**src/rtl/audio_pkg.sv**
```systemverilog
// rtl/audio_pkg.sv - sound codes, note format, FSM states and constant tables for the sequencer
package audio_pkg;

    localparam logic [3:0] SND_NONE    = 4'd0;
    localparam logic [3:0] SND_THEME   = 4'd1;
    localparam logic [3:0] SND_BONUS   = 4'd2;
    localparam logic [3:0] SND_COLLIDE = 4'd4;
    localparam logic [3:0] SND_WIN     = 4'd8;
    localparam logic [3:0] SND_LOSE    = 4'd9;

    localparam int ROM_DEPTH = 64;

    typedef struct packed {
        logic [3:0] tone;
        logic [3:0] dur;
        logic       last;
    } note_t;

    typedef enum logic [2:0] {ST_IDLE, ST_LOAD, ST_LATCH, ST_PLAY, ST_NEXT} seq_state_t;

    // Half-period counts for C5..B5 at 50 MHz; 0 and 13..15 are rests.
    localparam logic [15:0] TONE_DIV [16] = '{
        16'd0,     16'd47778, 16'd45097, 16'd42566, 16'd40177, 16'd37922,
        16'd35793, 16'd33784, 16'd31888, 16'd30098, 16'd28409, 16'd26815,
        16'd25310, 16'd0,     16'd0,     16'd0
    };

    localparam logic [7:0] START_ADDR [16] = '{
        1: 8'd0, 2: 8'd8, 4: 8'd16, 8: 8'd24, 9: 8'd32, default: 8'd0
    };

    localparam note_t NOTE_ROM_INIT [ROM_DEPTH] = '{
        0:  {4'd5,  4'd2, 1'b0}, 1:  {4'd0,  4'd1, 1'b0},
        2:  {4'd8,  4'd2, 1'b0}, 3:  {4'd3,  4'd1, 1'b1},
        8:  {4'd10, 4'd1, 1'b0}, 9:  {4'd12, 4'd1, 1'b1},
        16: {4'd2,  4'd1, 1'b0}, 17: {4'd1,  4'd1, 1'b0}, 18: {4'd1, 4'd3, 1'b1},
        24: {4'd5,  4'd0, 1'b0}, 25: {4'd7,  4'd0, 1'b0},
        26: {4'd9,  4'd0, 1'b0}, 27: {4'd12, 4'd2, 1'b1},
        32: {4'd6,  4'd1, 1'b0}, 33: {4'd4,  4'd1, 1'b0},
        34: {4'd14, 4'd0, 1'b0}, 35: {4'd2,  4'd3, 1'b1},
        default: 9'd0
    };

    function automatic logic is_sound_code(input logic [3:0] code);
        return code inside {SND_THEME, SND_BONUS, SND_COLLIDE, SND_WIN, SND_LOSE};
    endfunction

    function automatic logic is_audible(input logic [3:0] tone);
        return (tone >= 4'd1) && (tone <= 4'd12);
    endfunction

endpackage

```
**src/rtl/note_rom.sv**
```systemverilog
// rtl/note_rom.sv - synchronous melody ROM with one-cycle read latency
module note_rom
    import audio_pkg::*;
#(
    parameter int ROM_AW = 6
) (
    input  logic              clk,
    input  logic [ROM_AW-1:0] addr,
    output logic [8:0]        data
);

    always_ff @(posedge clk) begin
        data <= NOTE_ROM_INIT[addr];
    end

endmodule

```
**src/rtl/sound_sequencer.sv**
```systemverilog
// rtl/sound_sequencer.sv - plays per-code melodies from the note ROM, timed in video frames
module sound_sequencer
    import audio_pkg::*;
#(
    parameter int         DIV_W     = 16,
    parameter int         ROM_AW    = 6,
    parameter logic [3:0] LOOP_CODE = 4'd1
) (
    input  logic             clk,
    input  logic             reset,
    input  logic             frame_start,
    input  logic [3:0]       sound_sel,
    output logic [DIV_W-1:0] tone_div,
    output logic             tone_en,
    output logic [3:0]       active_code,
    output logic             busy,
    output logic             seq_done
);

    seq_state_t        state;
    logic [ROM_AW-1:0] addr;
    logic [3:0]        dur_cnt;
    logic              last_q;
    note_t             rom_q;
    logic [3:0]        sel_eff;
    logic              start_req;
    logic              theme_stop;

    note_rom #(.ROM_AW(ROM_AW)) u_rom (
        .clk  (clk),
        .addr (addr),
        .data (rom_q)
    );

    assign sel_eff    = is_sound_code(sound_sel) ? sound_sel : SND_NONE;
    assign start_req  = (sel_eff != SND_NONE) && ((state == ST_IDLE) || (sel_eff > active_code));
    // Only the looping theme depends on the request staying asserted.
    assign theme_stop = (state != ST_IDLE) && (active_code == LOOP_CODE) && (sel_eff == SND_NONE);

    always_ff @(posedge clk) begin
        if (reset) begin
            state       <= ST_IDLE;
            addr        <= '0;
            dur_cnt     <= '0;
            last_q      <= 1'b0;
            tone_div    <= '0;
            tone_en     <= 1'b0;
            active_code <= SND_NONE;
            busy        <= 1'b0;
            seq_done    <= 1'b0;
        end else begin
            seq_done <= 1'b0;
            if (start_req) begin
                state       <= ST_LOAD;
                active_code <= sel_eff;
                addr        <= ROM_AW'(START_ADDR[sel_eff]);
                tone_en     <= 1'b0;
                tone_div    <= '0;
                busy        <= 1'b1;
            end else if (theme_stop) begin
                state       <= ST_IDLE;
                active_code <= SND_NONE;
                tone_en     <= 1'b0;
                tone_div    <= '0;
                busy        <= 1'b0;
            end else begin
                case (state)
                    ST_IDLE: ;
                    ST_LOAD: state <= ST_LATCH;
                    ST_LATCH: begin
                        dur_cnt  <= rom_q.dur;
                        last_q   <= rom_q.last;
                        tone_div <= DIV_W'(TONE_DIV[rom_q.tone]);
                        tone_en  <= is_audible(rom_q.tone);
                        state    <= ST_PLAY;
                    end
                    ST_PLAY: begin
                        if (frame_start) begin
                            if (dur_cnt != 4'd0) dur_cnt <= dur_cnt - 4'd1;
                            else                 state   <= ST_NEXT;
                        end
                    end
                    ST_NEXT: begin
                        tone_en <= 1'b0;
                        if (!last_q) begin
                            addr  <= addr + ROM_AW'(1);
                            state <= ST_LOAD;
                        end else if (active_code == LOOP_CODE) begin
                            addr  <= ROM_AW'(START_ADDR[active_code]);
                            state <= ST_LOAD;
                        end else begin
                            seq_done    <= 1'b1;
                            active_code <= SND_NONE;
                            tone_div    <= '0;
                            busy        <= 1'b0;
                            state       <= ST_IDLE;
                        end
                    end
                    default: state <= ST_IDLE;
                endcase
            end
        end
    end

endmodule

```
**config.mk**
```make
export PLATFORM = sky130hd
export DESIGN_NAME = sound_sequencer
export DESIGN_NICKNAME = d
export VERILOG_FILES = /design/src/rtl/audio_pkg.sv /design/src/rtl/note_rom.sv /design/src/rtl/sound_sequencer.sv
export SDC_FILE = /design/constraint.sdc
export NUM_CORES = 1
export LEC_CHECK = 0
export CAP_MARGIN = 20
export CORE_AREA = 5 5 76 78
export CTS_BUF_LIST = sky130_fd_sc_hd__clkbuf_8
export DETAILED_ROUTE_END_ITERATION = 8
export DIE_AREA = 0 0 81 83
export PLACE_DENSITY = 0.87
export SYNTH_ARGS = -nofsm -noshare
export SYNTH_HDL_FRONTEND = slang
export SYNTH_SLANG_ARGS = --single-unit
```
**constraint.sdc**
```tcl
create_clock -name clk -period 3.56 [get_ports clk]
set_input_delay 0.712 -clock clk [delete_from_list [all_inputs] [get_ports clk]]
set_output_delay 0.712 -clock clk [all_outputs]
set_load 0.05 [all_outputs]
```
# --- After elaboration in Yosys (flattened, before gate mapping) ---
# Memory sizes are Yosys's and may differ from the RTL's. A register that Yosys moved wholly into a read port is not among the register bits.
# Cells that the tools add are included.
totals:
  ff_bits: 37
  mem_bits_ro: 1088
  input_bits: 7
  out_inout_bits: 23
  n_memories: 4
op_classes:
  add_sub_neg: 2
  n_lt_le_gt_ge: 6
  n_eq_ne: 21
  muxes: 37
  bitwise_logic: 9
  n_reduce_logical: 25
mem_list:
  columns: ["name", "words", "word_bits", "rd", "rd_clocked_by_memory_dff", "write_ports", "line_no", "text"]
  rows:
  - ["(no name shown)", 64, 9, 1, 1, 0, "note_rom.sv:13", "data <= NOTE_ROM_INIT[addr];"]
  - ["(no name shown)", 16, 16, 1, 0, 0, "sound_sequencer.sv:73", "tone_div <= DIV_W'(TONE_DIV[rom_q.tone]);"]
  - ["(no name shown)", 16, 8, 1, 0, 0, "sound_sequencer.sv:89", "addr <= ROM_AW'(START_ADDR[active_code]);"]
  - ["(no name shown)", 16, 8, 1, 0, 0, "sound_sequencer.sv:56", "addr <= ROM_AW'(START_ADDR[sel_eff]);"]
op_table:
  columns: ["op", "n"]
  rows:
  - ["16-bit 2-to-1 mux", 4]
  - ["6-bit 2-to-1 mux", 9]
  - ["4-bit 2-to-1 mux", 8]
  - ["16-bit one-hot mux with 2 select lines", 1]
  - ["3-bit AND reduction", 6]
  - ["5-bit >= comparator, second input constant", 3]
  - ["4-bit inverter with 5-bit output", 3]
  - ["3-bit one-hot mux with 5 select lines", 1]
  - ["2-bit != test, second input constant", 6]
  - ["1-bit 2-to-1 mux", 10]
  - ["3-bit nonzero test", 3]
  - ["4-bit by 1-bit equality test with 1-bit output, second input constant", 2]
  - ["4-bit equality test, second input constant", 2]
  - ["4-bit != test, second input constant", 2]
  - ["4-bit one-hot mux with 2 select lines", 1]
  - ["4-bit nonzero test", 2]
  - ["6-bit inverter with 7-bit output", 1]
  - ["6-bit by 1-bit adder with 6-bit output, second input constant", 1]
  - ["3-bit by 2-bit equality test with 1-bit output, second input constant", 2]
  - ["3-bit 2-to-1 mux", 2]
  - ["3-bit != test, second input constant", 2]
  - ["2-bit nonzero test", 3]
  - ["1-bit inverter", 5]
  - ["5-bit AND reduction", 1]
  - ["17 further kinds", 20]

# --- Depth between registers and ports, before layout ---
# Gate-level depths: netlist of the first run.
depth:
  ltp_word: 9
  mapped_depth: 11

# --- By module ---
# A second synthesis of the first run with hierarchy kept.
hier_totals:
  cells_unflattened: 355
  area_unflattened_um2: 2856.5
by_module_without_submodules:
  columns: ["mod", "n_inst", "cells_each", "area_each_um2", "seq_area_each_um2"]
  rows:
  - ["sound_sequencer", 1, 291, 2301.0, 740.7]
  - ["note_rom", 1, 64, 555.5, 140.1]

# --- Least setup slack after synthesis of the first run ---
# No wires, ideal clock.
synth_timing:
  path_type: "in2reg"
  start: "input port sound_sel[0]"
  end: "register tone_en"
  setup_time_ps: 70
  arrival_time_ps: 2663
  t_required_ps: 3490
  path_slack_ps: 828
  cell_stages: 9
  n_path_buf: 2
  cell_sequence: "nor4b_1 > ha_1 > nor2b_1 > o2111ai_1 > a21oi_1 > or3_4 > buf_6 > buf_6 > a21oi_1"
synth_via:
  elab_chain_len: 7
  word_cells_on_any_way: 14
  classes_between: "order compare: 1; eq/ne: 5; mux: 1; reduce/logical: 7"
synth_rtl:
  columns: ["item", "line_no", "text"]
  rows:
  - ["start, declared", "sound_sequencer.sv:12", "input logic [3:0] sound_sel,"]
  - ["4-bit by 1-bit equality test with 1-bit output (tied with other cells)", "audio_pkg.sv:45", "return code inside {SND_THEME, SND_BONUS, SND_COLLIDE, SND_WIN, SND_LOSE};"]
  - ["5-bit nonzero test", "audio_pkg.sv:45", null]
  - ["4-bit 2-to-1 mux (*)", "sound_sequencer.sv:35", "assign sel_eff = is_sound_code(sound_sel) ? sound_sel : SND_NONE;"]
  - ["4-bit greater-than comparator", "sound_sequencer.sv:36", "assign start_req = (sel_eff != SND_NONE) && ((state == ST_IDLE) || (sel_eff > active_code));"]
  - ["1-bit logical OR", "sound_sequencer.sv:36", null]
  - ["1-bit logical AND", "sound_sequencer.sv:36", null]
  - ["3-bit OR reduction (no source line) (*)", null, null]
  - ["end signal, assigned", "sound_sequencer.sv:74", "tone_en <= is_audible(rom_q.tone);"]
  - ["end, declared", "sound_sequencer.sv:14", "output logic tone_en,"]
# Every way passes the cells marked *; elsewhere a longest branch is shown, timed or not.
# A chain may end at the register's enable or synchronous reset.

# --- Worst setup path in the final report of the first run ---
layout_timing:
  start: "input port sound_sel[1]"
  end: "register tone_div[6]"
layout_via:
  elab_chain_len: 7
  word_cells_on_any_way: 14
  classes_between: "order compare: 1; eq/ne: 5; mux: 1; reduce/logical: 7"
layout_rtl:
  columns: ["item", "line_no", "text"]
  rows:
  - ["4-bit by 1-bit equality test with 1-bit output (tied with other cells)", "audio_pkg.sv:45", null]
  - ["5-bit nonzero test", "audio_pkg.sv:45", null]
  - ["4-bit 2-to-1 mux (*)", "sound_sequencer.sv:35", null]
  - ["4-bit greater-than comparator", "sound_sequencer.sv:36", null]
  - ["1-bit logical OR", "sound_sequencer.sv:36", null]
  - ["1-bit logical AND", "sound_sequencer.sv:36", null]
  - ["3-bit OR reduction (no source line) (*)", null, null]
  - ["end signal, assigned", "sound_sequencer.sv:73", null]
  - ["end, declared", "sound_sequencer.sv:13", "output logic [DIV_W-1:0] tone_div,"]
# Marks and branches as above.

==> impl_results.md, run 1 <==
- Antenna violations before repair: 0
- Gr usage total: roughly a fifth
- Final net count: ~400
- Initial drt markers: roughly 290
- Slew @ Worst Pin: a little over 0.9 ns
- Adder-cell area share of the yosys netlist: under 10%
- Setup WS post-layout: between 0.4 and 0.5 ns
- Post-synthesis mux area share: around 3.7%
- Root Driver: clkbuf_8
- Via density: between 5 and 6
- 1st-pass router iterations: 5
- ANT cells: 0
- Status: finished, final reports clean
- Largest net degree at the start of global routing: 21
- Final wirelength: 6290 um
- Most common cell after layout, fill and taps aside: dfxtp_1
- Gp weighted congestion: between 0.8 and 0.9
- Row cnt: 26
- Setup TNS: 0 ns
- Synth warn: 0
- Hold-fix buffers, CTS: 0
- Startpoint types: input pin
- CP required: approximately 3.8 ns
- Max Buffers Root-to-Sink: 2
- Post-place setup slack: around 0.2 ns
- Simple-Gate Fraction of Synth Area: about a quarter
- Critical Setup Path Class: input pin to flop
- Post-cts resize count: 0
- Relative slew slack: between 30% and 40%
- Routed vias: between 2,000 and 3,000
- Skew final: 0.00833 ns
- CP arrival: around 3.3 ns
- Clock power share: between 20% and 30%
- Worst-path clk slew: around 0.08 ns
- Die Wd: 81 um
- Post-CTS setup buffer count: 0
- Post-synthesis xor/xnor area fraction: ~2.2%
- Flop pwr share: 43.6%
- H-tree depth: 2
- Area post-placement: ~0.0031 mm^2
- Max cap viols: 0
- Setup violators final: 0
- Syn Area/Cell: ~7.9 um^2
- Leakage: 1.19 nW
- Crit. End Element: flop
- Drt drc: 0
- Final core utilization: 64.0%
- Power Density: about 440 mW/mm^2
- Commonest non-fill, non-tap cells in the layout: dfxtp_1 (44), nor2_1 (34), nand2_1 (34), a21oi_1 (34), clkdlybuf4s50_1 (29)
- Core area: 0.00501 mm^2
- Routed len/inst: roughly 14 um
- Mapped Area: roughly 0.0028 mm^2
- PortBufs: 29
- Switching Share: roughly a third
- Synth Area in Compound Gates: about 23%
- Clk_lat worst skew: roughly 0.30 ns
- Post-synth ARST share: 0%
- Final instance area: approximately 0.0032 mm^2
- Reg2reg start: active_code[0]$_SDFFE_PP0P_
- Period minus WS final: roughly 3.1 ns
- Dpl hpwl: between 4000 and 5000 um
- Max Fanout on Critical Path: 19
- Final Cycle Share: 86.1%
- Vias in the first global route: 2,379
- Combinational power share: 29.8%
- Synth unique cells: 53
- Synth Flop Type: dfxtp_1
- Setup crit start: sound_sel[1]
- GR Overflow Total: 0
- Min-delay src: tone_div[10]$_SDFFE_PP0P_
- DRT antenna net count: 0
- I/O Pins: 30
- #FFs+latches synth: 44
- Sequential fraction of the synthesis area: a little under a third
- Net Switching: roughly 0.49 mW
- Area of the die: about 0.0067 mm^2
- Share of post-route cells with drive strength above 1: under 10%
- Die Ht: roughly 83 um
- Mapped Nets: 380
- Largest family of logic cells by synthesized area: simple AND/OR/NAND/NOR gates
- Final Max Tran Viols: 0
- Clock sinks: 44
- Worst vdd ir: approximately 180 uV
- Final hold vios: 0
- Starting density of the core: between 50% and 60%
- Area Overhead vs Synth: 15.5%
- Fmax: 0.326 GHz
- Min-Delay Path Class: flop to flop
- Number of synthesized flops with an enable pin: 0
- CTS Buf Count: 5
- Mapped Cells: between 300 and 400
- Unrepaired setup endpoints after global routing: false
- Internal power: 0.913 mW
- CTS tree: yes
- Global-route wire length before repair: between 10,000 and 15,000 um
## stage by stage
step,hold slack (ns),cells,power (mW)
after floorplan,0.432,351,0.928
after global placement,0.439,435,1.02
after detailed placement,0.445,435,1.03
after CTS,0.457,443,1.40
after global routing,0.477,443,1.49
final,0.454,443,1.40
## cells by family (layout without fill, tap and decap cells)
family                     count (synthesis)  after routing
buffers and inverters                     39             61
adders and majority gates                 22             22
muxes                                      9              9
DFF                                       44             44
AOI/OAI and AO/OA                         97             97
and+or+nand+nor                          133            133
xor gates and xnor gates                   7              7
## path summary, 6_finish.rpt
kind | end | slack [ns] | cells after the start
max | tone_div[6]$_SDFFE_PP0P_ | 0.49 | 11
min | tone_div[10]$_SDFFE_PP0P_ | 0.45 | 2
max reg2reg | tone_div[15]$_SDFFE_PP0P_ | 1.18 | 5
min reg2reg | tone_div[10]$_SDFFE_PP0P_ | 0.45 | 2
## registers in the layout, indices dropped and copies added, names as in the netlist
register / count
active_code: 4
addr: 6
busy: 1
dur_cnt: 4
last_q: 1
seq_done: 1
state: 3
tone_div: 16
tone_en: 1
u_rom.data: 7
## power groups by stage
stage / registers (mW) / clock network, mW / logic (mW)
after CTS: 0.610 / 0.376 / 0.414
after global routing: 0.623 / 0.397 / 0.469
after global placement: 0.620 / 0 / 0.400
final: 0.612 / 0.373 / 0.418
after detailed placement: 0.621 / 0 / 0.410
after floorplan: 0.614 / 0 / 0.314
## critical path, cell delays in order
cell,delay (ns)
clkdlybuf4s50_1,0.49
nor2_1,0.31
nand2_1,0.12
inv_1,0.08
ha_1,0.26
a21o_1,0.19
a21oi_1,0.25
a21oi_1,0.13
or3_4,0.36
buf_4,0.20
nor3_1,0.17
## metal layers
| layer | track usage (%) | vias to the layer above | wire, um |
|---|---|---|---|
| li1 | - | 1297 | - |
| met1 | 27.5 | 1183 | 2940 |
| met2 | 29.5 | 89 | 2890 |
| met3 | 4.98 | 14 | 365 |
| met4 | 6.61 | 0 | 97 |
| met5 | 0 | - | 0 |
## cell type report
cell class	count	area, um^2
Fill cell	438	1810
Multi-Input combinational cell	268	1720
Sequential cell	44	881
Timing Repair Buffer	36	343
Tap cell	70	87.6
Clock buffer	5	68.8
Inverter	17	63.8
Clock inverter	3	38.8
## cells in the mapped netlist (all sizes together), types with 2 or more instances
cell type,n,area share [%]
xor2,6,1.9
a22oi,5,1.4
o22ai,3,0.68
nor4,3,0.68
o31ai,2,0.54
o211ai,2,0.54
inv,17,2.3
ha,22,9.9
a31oi,7,1.6
a2bb2oi,2,0.63
nor3,15,2.7
or3,2,0.63
a21o,5,1.4
or3b,3,0.95
mux2i,7,2.5
buf,8,2.0
o21ai,20,4.0
nand2,34,4.6
nand4,2,0.45
dfxtp,44,32
nor4b,3,0.95
a21oi,35,6.7
nand3,16,2.9
a32oi,2,0.63
nor2b,8,1.8
a211oi,5,1.4
nor2,34,4.6
clkbuf,14,1.9
o311ai,2,0.63
nand2b,7,1.6
(Power assumes the default switching activity.)
==> run 2: changes to the inputs <==
--- a/config.mk
+++ b/config.mk
@@ -6,11 +6,11 @@
 export NUM_CORES = 1
 export LEC_CHECK = 0
 export CAP_MARGIN = 20
-export CORE_AREA = 5 5 76 78
+export CORE_AREA = 8 8 76 78
 export CTS_BUF_LIST = sky130_fd_sc_hd__clkbuf_8
 export DETAILED_ROUTE_END_ITERATION = 8
-export DIE_AREA = 0 0 81 83
-export PLACE_DENSITY = 0.87
+export DIE_AREA = 0 0 84 86
+export PLACE_DENSITY = 0.93
 export SYNTH_ARGS = -nofsm -noshare
 export SYNTH_HDL_FRONTEND = slang
 export SYNTH_SLANG_ARGS = --single-unit
==> constraint.sdc (replaced) <==
create_clock -name clk -period 3.9 [get_ports clk]
set_input_delay 0.78 -clock clk [delete_from_list [all_inputs] [get_ports clk]]
set_output_delay 0.78 -clock clk [all_outputs]
set_load 0.05 [all_outputs]
==> run 2 against run 1 <==
Via count down 1.0%. Final cell count down 4.7%. Critical endpoint is now state[1]$_SDFFE_PP0P_. Routed wire length down 0.29%. Non-clock buffer count down 5. Clock skew down 0.0017 ns. Die area up 7.5%. Combinational power down 8.6%.
==> impl_results.md, run 2 (same netlist as run 1, synthesis figures left out) <==
- CP bufs+invs: 2 (was 3)
- Worst-path clk slew: 0.09 ns (was 0.08 ns)
- Final wirelength: 6270 um (was 6290 um)
- Max Fanout on Critical Path: 20 (was 19)
- Post-CTS setup buffer count: 0 (unchanged)
- CTS tree: yes (unchanged)
- Root Driver: clkbuf_8 (unchanged)
- Slowest-stage cell, CP: clkdlybuf4s50_1 (unchanged)
- Worst vdd ir: 182 uV (was 183 uV)
- Final Cycle Share: 82.6%
- Top Family by Delay on Critical Path: simple AND/OR/NAND/NOR gates (unchanged)
- Row cnt: 25 (was 26)
- CTS Buf Count: 5 (unchanged)
- Design Power: 1.30 mW (was 1.40 mW)
- Max stage delay on crit path: 0.49 ns (about the same)
- Area of the die: 0.00722 mm^2 (was 0.00672 mm^2)
- Largest register FFs: 16 (unchanged)
- Gr usage total: 17.2% (was 19.8%)
- I/O Pins: 30 (unchanged)
- Starting density of the core: 60.3% (was 55.4%)
- Switching Share: 35.7% (was 35.0%)
- Flop2flop setup slack: 1.52 ns (was 1.18 ns)
- 1st-pass router iterations: 5 (unchanged)
- Dpl hpwl: 4530 um (was 4560 um)
- Routed vias: 2,557 (was 2,583)
- Startpoint types: input pin (unchanged)
- Final Max Tran Viols: 0 (unchanged)
- Initial drt markers: 304 (was 288)
- Global-route wire length before repair: 10,700 um (was 11,000 um)
- Status: finished, final reports clean (unchanged)
- Relative slew slack: 41.7% (was 39.3%)
- Worst-path cell chain: clkdlybuf4s50_1 > nor2_1 > nand2_1 > inv_1 > ha_1 > a21o_1 > a21oi_1 > a21oi_1 > or3_4 > a2111oi_2 (was clkdlybuf4s50_1 > nor2_1 > nand2_1 > inv_1 > ha_1 > a21o_1 > a21oi_1 > a21oi_1 > or3_4 > buf_4 > nor3_1)
- DRT antenna net count: 0 (unchanged)
- Die Wd: 84 um (was 81 um)
- Biggest regs: tone_div: 16 flops, u_rom.data: 7 flops, addr: 6 flops (unchanged)
- Internal power: 0.834 mW (was 0.913 mW)
- Via density: 6.06 (was 5.83)
- Most common cell after layout, fill and taps aside: dfxtp_1 (unchanged)
- Slew @ Worst Pin: 0.871 ns (was 0.907 ns)
- Hold_ws: 0.453 ns (was 0.454 ns)
- Share of post-route cells with drive strength above 1: 4.62% (was 5.63%)
- Critical Setup Path Class: input pin to flop (unchanged)
- Clk_lat worst skew: 0.30 ns (about the same)
- CP required: 4.11 ns (was 3.78 ns)
- Largest net degree at the start of global routing: 21 (unchanged)
- Core area: 0.00460 mm^2 (was 0.00501 mm^2)
- Most Frequent Cell on Critical Path: a21oi_1 (unchanged)
- Combinational power share: 29.5% (was 29.8%)
- Final hold vios: 0 (unchanged)
- Power Density: 411 mW/mm^2 (was 438 mW/mm^2)
- Crit. End Element: flop (unchanged)
- Final net count: 396 (was 401)
- Die Ht: 86 um (was 83 um)
- Commonest non-fill, non-tap cells in the layout: dfxtp_1 (44), nor2_1 (34), nand2_1 (34), a21oi_1 (34), clkdlybuf4s50_1 (29) (unchanged)
- GR Overflow Total: 0 (unchanged)
- Post-cts resize count: 0 (unchanged)
- Final core utilization: 68.6% (was 64.0%)
- PortBufs: 29 (unchanged)
- Area Overhead vs Synth: 13.8% (was 15.5%)
- Max Buffers Root-to-Sink: 2 (unchanged)
- Post-place setup slack: 0.371 ns (was 0.205 ns)
- Flop pwr share: 43.1% (was 43.6%)
- Setup violators final: 0 (unchanged)
- Drt drc: 0 (unchanged)
- Unrepaired setup endpoints after global routing: false (unchanged)
- Net Switching: 0.463 mW (was 0.490 mW)
- Reg with most FFs: tone_div (unchanged)
- Leakage: 1.16 nW (was 1.19 nW)
- Clock power share: 27.5% (was 26.6%)
- Antenna violations before repair: 0 (unchanged)
- Setup TNS: 0 ns (unchanged)
- Setup WS post-layout: 0.680 ns (was 0.493 ns)
- Skew final: 0.00668 ns (was 0.00833 ns)
- Period minus WS final: 3.22 ns
- Min-Delay Path Class: flop to flop (unchanged)
- Hold-fix buffers, CTS: 0 (unchanged)
- ANT cells: 0 (unchanged)
- Max cap viols: 0 (unchanged)
- Fmax: 0.311 GHz
- Routed len/inst: 14.9 um (was 14.2 um)
- H-tree depth: 2 (unchanged)
- Clock sinks: 44 (unchanged)
- Gp weighted congestion: 0.929 (was 0.861)
- CP arrival: 3.43 ns (was 3.29 ns)
- Vias in the first global route: 2,271 (was 2,379)
==> run 2: per-stage QoR <==
stage / area, um^2 / cells
after detailed placement: 3040 / 414
after global placement: 3040 / 414
final: 3160 / 422
after global routing: 3160 / 422
after CTS: 3160 / 422
after floorplan: 2770 / 351
==> run 2: worst paths after layout <==
check | from | endpoint | depth (start not counted)
setup / recovery | sound_sel[1] | state[1]$_SDFFE_PP0P_ | 10
hold / removal | tone_div[0]$_SDFFE_PP0P_ | tone_div[0]$_SDFFE_PP0P_ | 2
setup reg to reg | active_code[3]$_SDFFE_PP0P_ | state[1]$_SDFFE_PP0P_ | 7
hold reg to reg | tone_div[0]$_SDFFE_PP0P_ | tone_div[0]$_SDFFE_PP0P_ | 2
==> run 2: power by group through the flow <==
stage / logic [mW] / registers (mW) / clock network [mW]
final: 0.382 / 0.558 / 0.357
after global routing: 0.416 / 0.569 / 0.381
after CTS: 0.375 / 0.557 / 0.364
after detailed placement: 0.370 / 0.568 / 0
after global placement: 0.360 / 0.566 / 0
after floorplan: 0.287 / 0.560 / 0
==> run 2: final cells by class <==
cell class	instances	area, um^2
Clock buffer	5	68.8
Clock inverter	3	47.5
Fill cell	361	1440
Inverter	17	63.8
Multi-Input combinational cell	268	1720
Sequential cell	44	881
Tap cell	54	67.6
Timing Repair Buffer	31	305
==> run 2: layer usage <==
| metal | wire length [um] | track usage, % |
|---|---|---|
| met5 | 0 | 0 |
| met4 | 109 | 5.49 |
| met3 | 411 | 4.45 |
| met2 | 2940 | 28.1 |
| met1 | 2810 | 21.3 |
==> run 2: worst min-delay path: stages, from the launching register on <==
cell and delay, ns:
dfxtp_1 0.31, nand2_1 0.05, a21oi_1 0.05
==> run 3: changes to the inputs <==
--- a/config.mk
+++ b/config.mk
@@ -6,11 +6,11 @@
 export NUM_CORES = 1
 export LEC_CHECK = 0
 export CAP_MARGIN = 20
-export CORE_AREA = 8 8 76 78
+export CORE_AREA = 8 8 78 80
 export CTS_BUF_LIST = sky130_fd_sc_hd__clkbuf_8
 export DETAILED_ROUTE_END_ITERATION = 8
-export DIE_AREA = 0 0 84 86
-export PLACE_DENSITY = 0.93
+export DIE_AREA = 0 0 86 88
+export PLACE_DENSITY = 0.89
 export SYNTH_ARGS = -nofsm -noshare
 export SYNTH_HDL_FRONTEND = slang
 export SYNTH_SLANG_ARGS = --single-unit
==> constraint.sdc (replaced) <==
create_clock -name clk -period 3.1 [get_ports clk]
set_input_delay 0.62 -clock clk [delete_from_list [all_inputs] [get_ports clk]]
set_output_delay 0.62 -clock clk [all_outputs]
set_load 0.05 [all_outputs]
==> run 3 against run 2 <==
Global-route usage increased by 1.1 points. Core utilization shrank 1.9 points. Highest routed layer unchanged. Critical path type unchanged. Hold slack improved by 0.0018 ns.
==> impl_results.md, run 3 (same netlist as run 1, synthesis figures left out) <==
- Global-route wire length before repair: 11,400 um (was 10,700 um)
- # fillers: 393 (was 361)
- Max Fanout on Critical Path: 3 (was 20)
- Die Ht: 88 um (was 86 um)
- Final Max Tran Viols: 0 (unchanged)
- Area Overhead vs Synth: 18.1% (was 13.8%)
- Startpoint types: input pin (unchanged)
- Largest register FFs: 16 (unchanged)
- Root Driver: clkbuf_8 (unchanged)
- Commonest non-fill, non-tap cells in the layout: dfxtp_1 (44), nor2_1 (34), nand2_1 (34), a21oi_1 (34), clkdlybuf4s50_1 (29) (unchanged)
- Gr usage total: 18.3% (was 17.2%)
- Crit. End Element: flop (unchanged)
- 1st-pass router iterations: 5 (unchanged)
- Multi-input gate area in the final layout: 0.00172 mm^2 (unchanged)
- CP arrival: 3.10 ns (was 3.43 ns)
- Clock sinks: 44 (unchanged)
- CP required: 3.29 ns (was 4.11 ns)
- Biggest regs: tone_div: 16 flops, u_rom.data: 7 flops, addr: 6 flops (unchanged)
- Final hold vios: 0 (unchanged)
- Power Density: 505 mW/mm^2 (was 411 mW/mm^2)
- Post-place setup slack: -0.0682 ns (was 0.371 ns)
- Initial drt markers: 350 (was 304)
- H-tree depth: 2 (unchanged)
- Via density: 5.95 (was 6.06)
- Worst vdd ir: 251 uV (was 182 uV)
- Routed len/inst: 14.9 um (about the same)
- Final wirelength: 6690 um (was 6270 um)
- Skew final: 0.00685 ns (was 0.00668 ns)
- Slew @ Worst Pin: 0.638 ns (was 0.871 ns)
- Max Buffers Root-to-Sink: 2 (unchanged)
- Die Wd: 86 um (was 84 um)
- CTS tree: yes (unchanged)
- Final Cycle Share: between 90% and 100%
- Gp weighted congestion: 0.902 (was 0.929)
- Status: finished, final reports clean (unchanged)
- ANT cells: 0 (unchanged)
- Starting density of the core: 56.5% (was 60.3%)
- Post-CTS setup buffer count: 0 (unchanged)
- Critical Setup Path Class: input pin to flop (unchanged)
- Min-Delay Path Class: flop to flop (unchanged)
- Dpl hpwl: 4800 um (was 4530 um)
- Most common cell after layout, fill and taps aside: dfxtp_1 (unchanged)
- Final net count: 408 (was 396)
- Hold-fix buffers, CTS: 0 (unchanged)
- Reg with most FFs: tone_div (unchanged)
- Layout Cells excl Fill: 450 (was 422)
- Number of cells on the worst reg-to-reg path: 7 (unchanged)
- Unrepaired setup endpoints after global routing: false (unchanged)
- Row cnt: 26 (was 25)
- Share of post-route cells with drive strength above 1: 7.63% (was 4.62%)
- Worst-path clk slew: 0.09 ns (about the same)
- Inst Count DP: 442 (was 414)
- PortBufs: 29 (unchanged)
- I/O Pins: 30 (unchanged)
- Largest net degree at the start of global routing: 21 (unchanged)
- GR Overflow Total: 0 (unchanged)
- Setup WS post-layout: 0.192 ns (was 0.680 ns)
- Drt drc: 0 (unchanged)
- Register area: 881 um^2 (unchanged)
- Max cap viols: 0 (unchanged)
- Routed vias: 2,678 (was 2,557)
- CTS Buf Count: 5 (unchanged)
- Leakage: 1.22 nW (was 1.16 nW)
- Area of the die: 0.00757 mm^2 (was 0.00722 mm^2)
- Hold Path Cell Cnt: 2 (unchanged)
- Post-cts resize count: 0 (unchanged)
- DRT antenna net count: 0 (unchanged)
- Setup violators final: 0 (unchanged)
- Core area: 0.00491 mm^2 (was 0.00460 mm^2)
- Relative slew slack: 57.4% (was 41.7%)
- Vias in the first global route: 2,464 (was 2,271)
- Fmax: 0.344 GHz
- Period minus WS final: between 2 and 3 ns
- Clk_lat worst skew: 0.30 ns (about the same)
- Antenna violations before repair: 0 (unchanged)
- Setup TNS: 0 ns (unchanged)
[run 3: cell count changes in the layout (fill, tap and decap cells not counted)]
cell / before / now
clkinv_4: 2 / 0
clkinvlp_4: 0 / 1
inv_6: 0 / 1
buf_12: 0 / 1
buf_4: 2 / 13
[run 3: power by group]
group,internal [mW],switching (mW)
clock network,0.243,0.207
logic,0.213,0.290
registers,0.610,0.0921
total,1.07,0.589
[run 3: stage by stage]
step	area [um^2]	hold slack, ns	power (mW)	utilization (%)
2_1_floorplan	2770	0.432	1.07	-
3_3_place_gp	3160	0.439	1.18	64.4
3_5_place_dp	3160	0.446	1.20	64.4
4_1_cts	3280	0.457	1.66	66.7
5_1_grt	3280	0.490	1.75	66.7
6_report	3280	0.455	1.66	66.7
[run 3: path summary, 6_finish.rpt]
check                           slack [ns]                        start                        to
worst max-delay path                  0.19                 sound_sel[1]     state[1]$_SDFFE_PP0P_
worst min-delay path                  0.46     tone_div[0]$_SDFFE_PP0P_  tone_div[0]$_SDFFE_PP0P_
worst max register to register        0.86  active_code[3]$_SDFFE_PP0P_     state[1]$_SDFFE_PP0P_
worst min register to register        0.46     tone_div[0]$_SDFFE_PP0P_  tone_div[0]$_SDFFE_PP0P_
[run 3: area by class of cell]
class,count,share of cell area (%)
clock buffers,5,2.10
clock inverters,3,1.41
inverters,17,1.95
multi-input cells,268,52.5
flip-flops and latches,44,26.9
well taps,70,2.67
repair buffers,43,12.4
[run 3: layer usage]
metal	wire (um)	up-vias	global-route usage, %
met5	0	-	0
met4	98	0	5.57
met3	403	12	3.47
met2	3290	111	31.8
met1	2900	1245	22.1
li1	-	1310	-
[run 3: critical path, stage by stage]
cell and delay (ns):
clkdlybuf4s50_1 0.50, nor4b_1 0.38, ha_1 0.34, nor2b_1 0.15, o2111ai_1 0.26, a21oi_1 0.13, or3_4 0.37, a2111oi_2 0.34
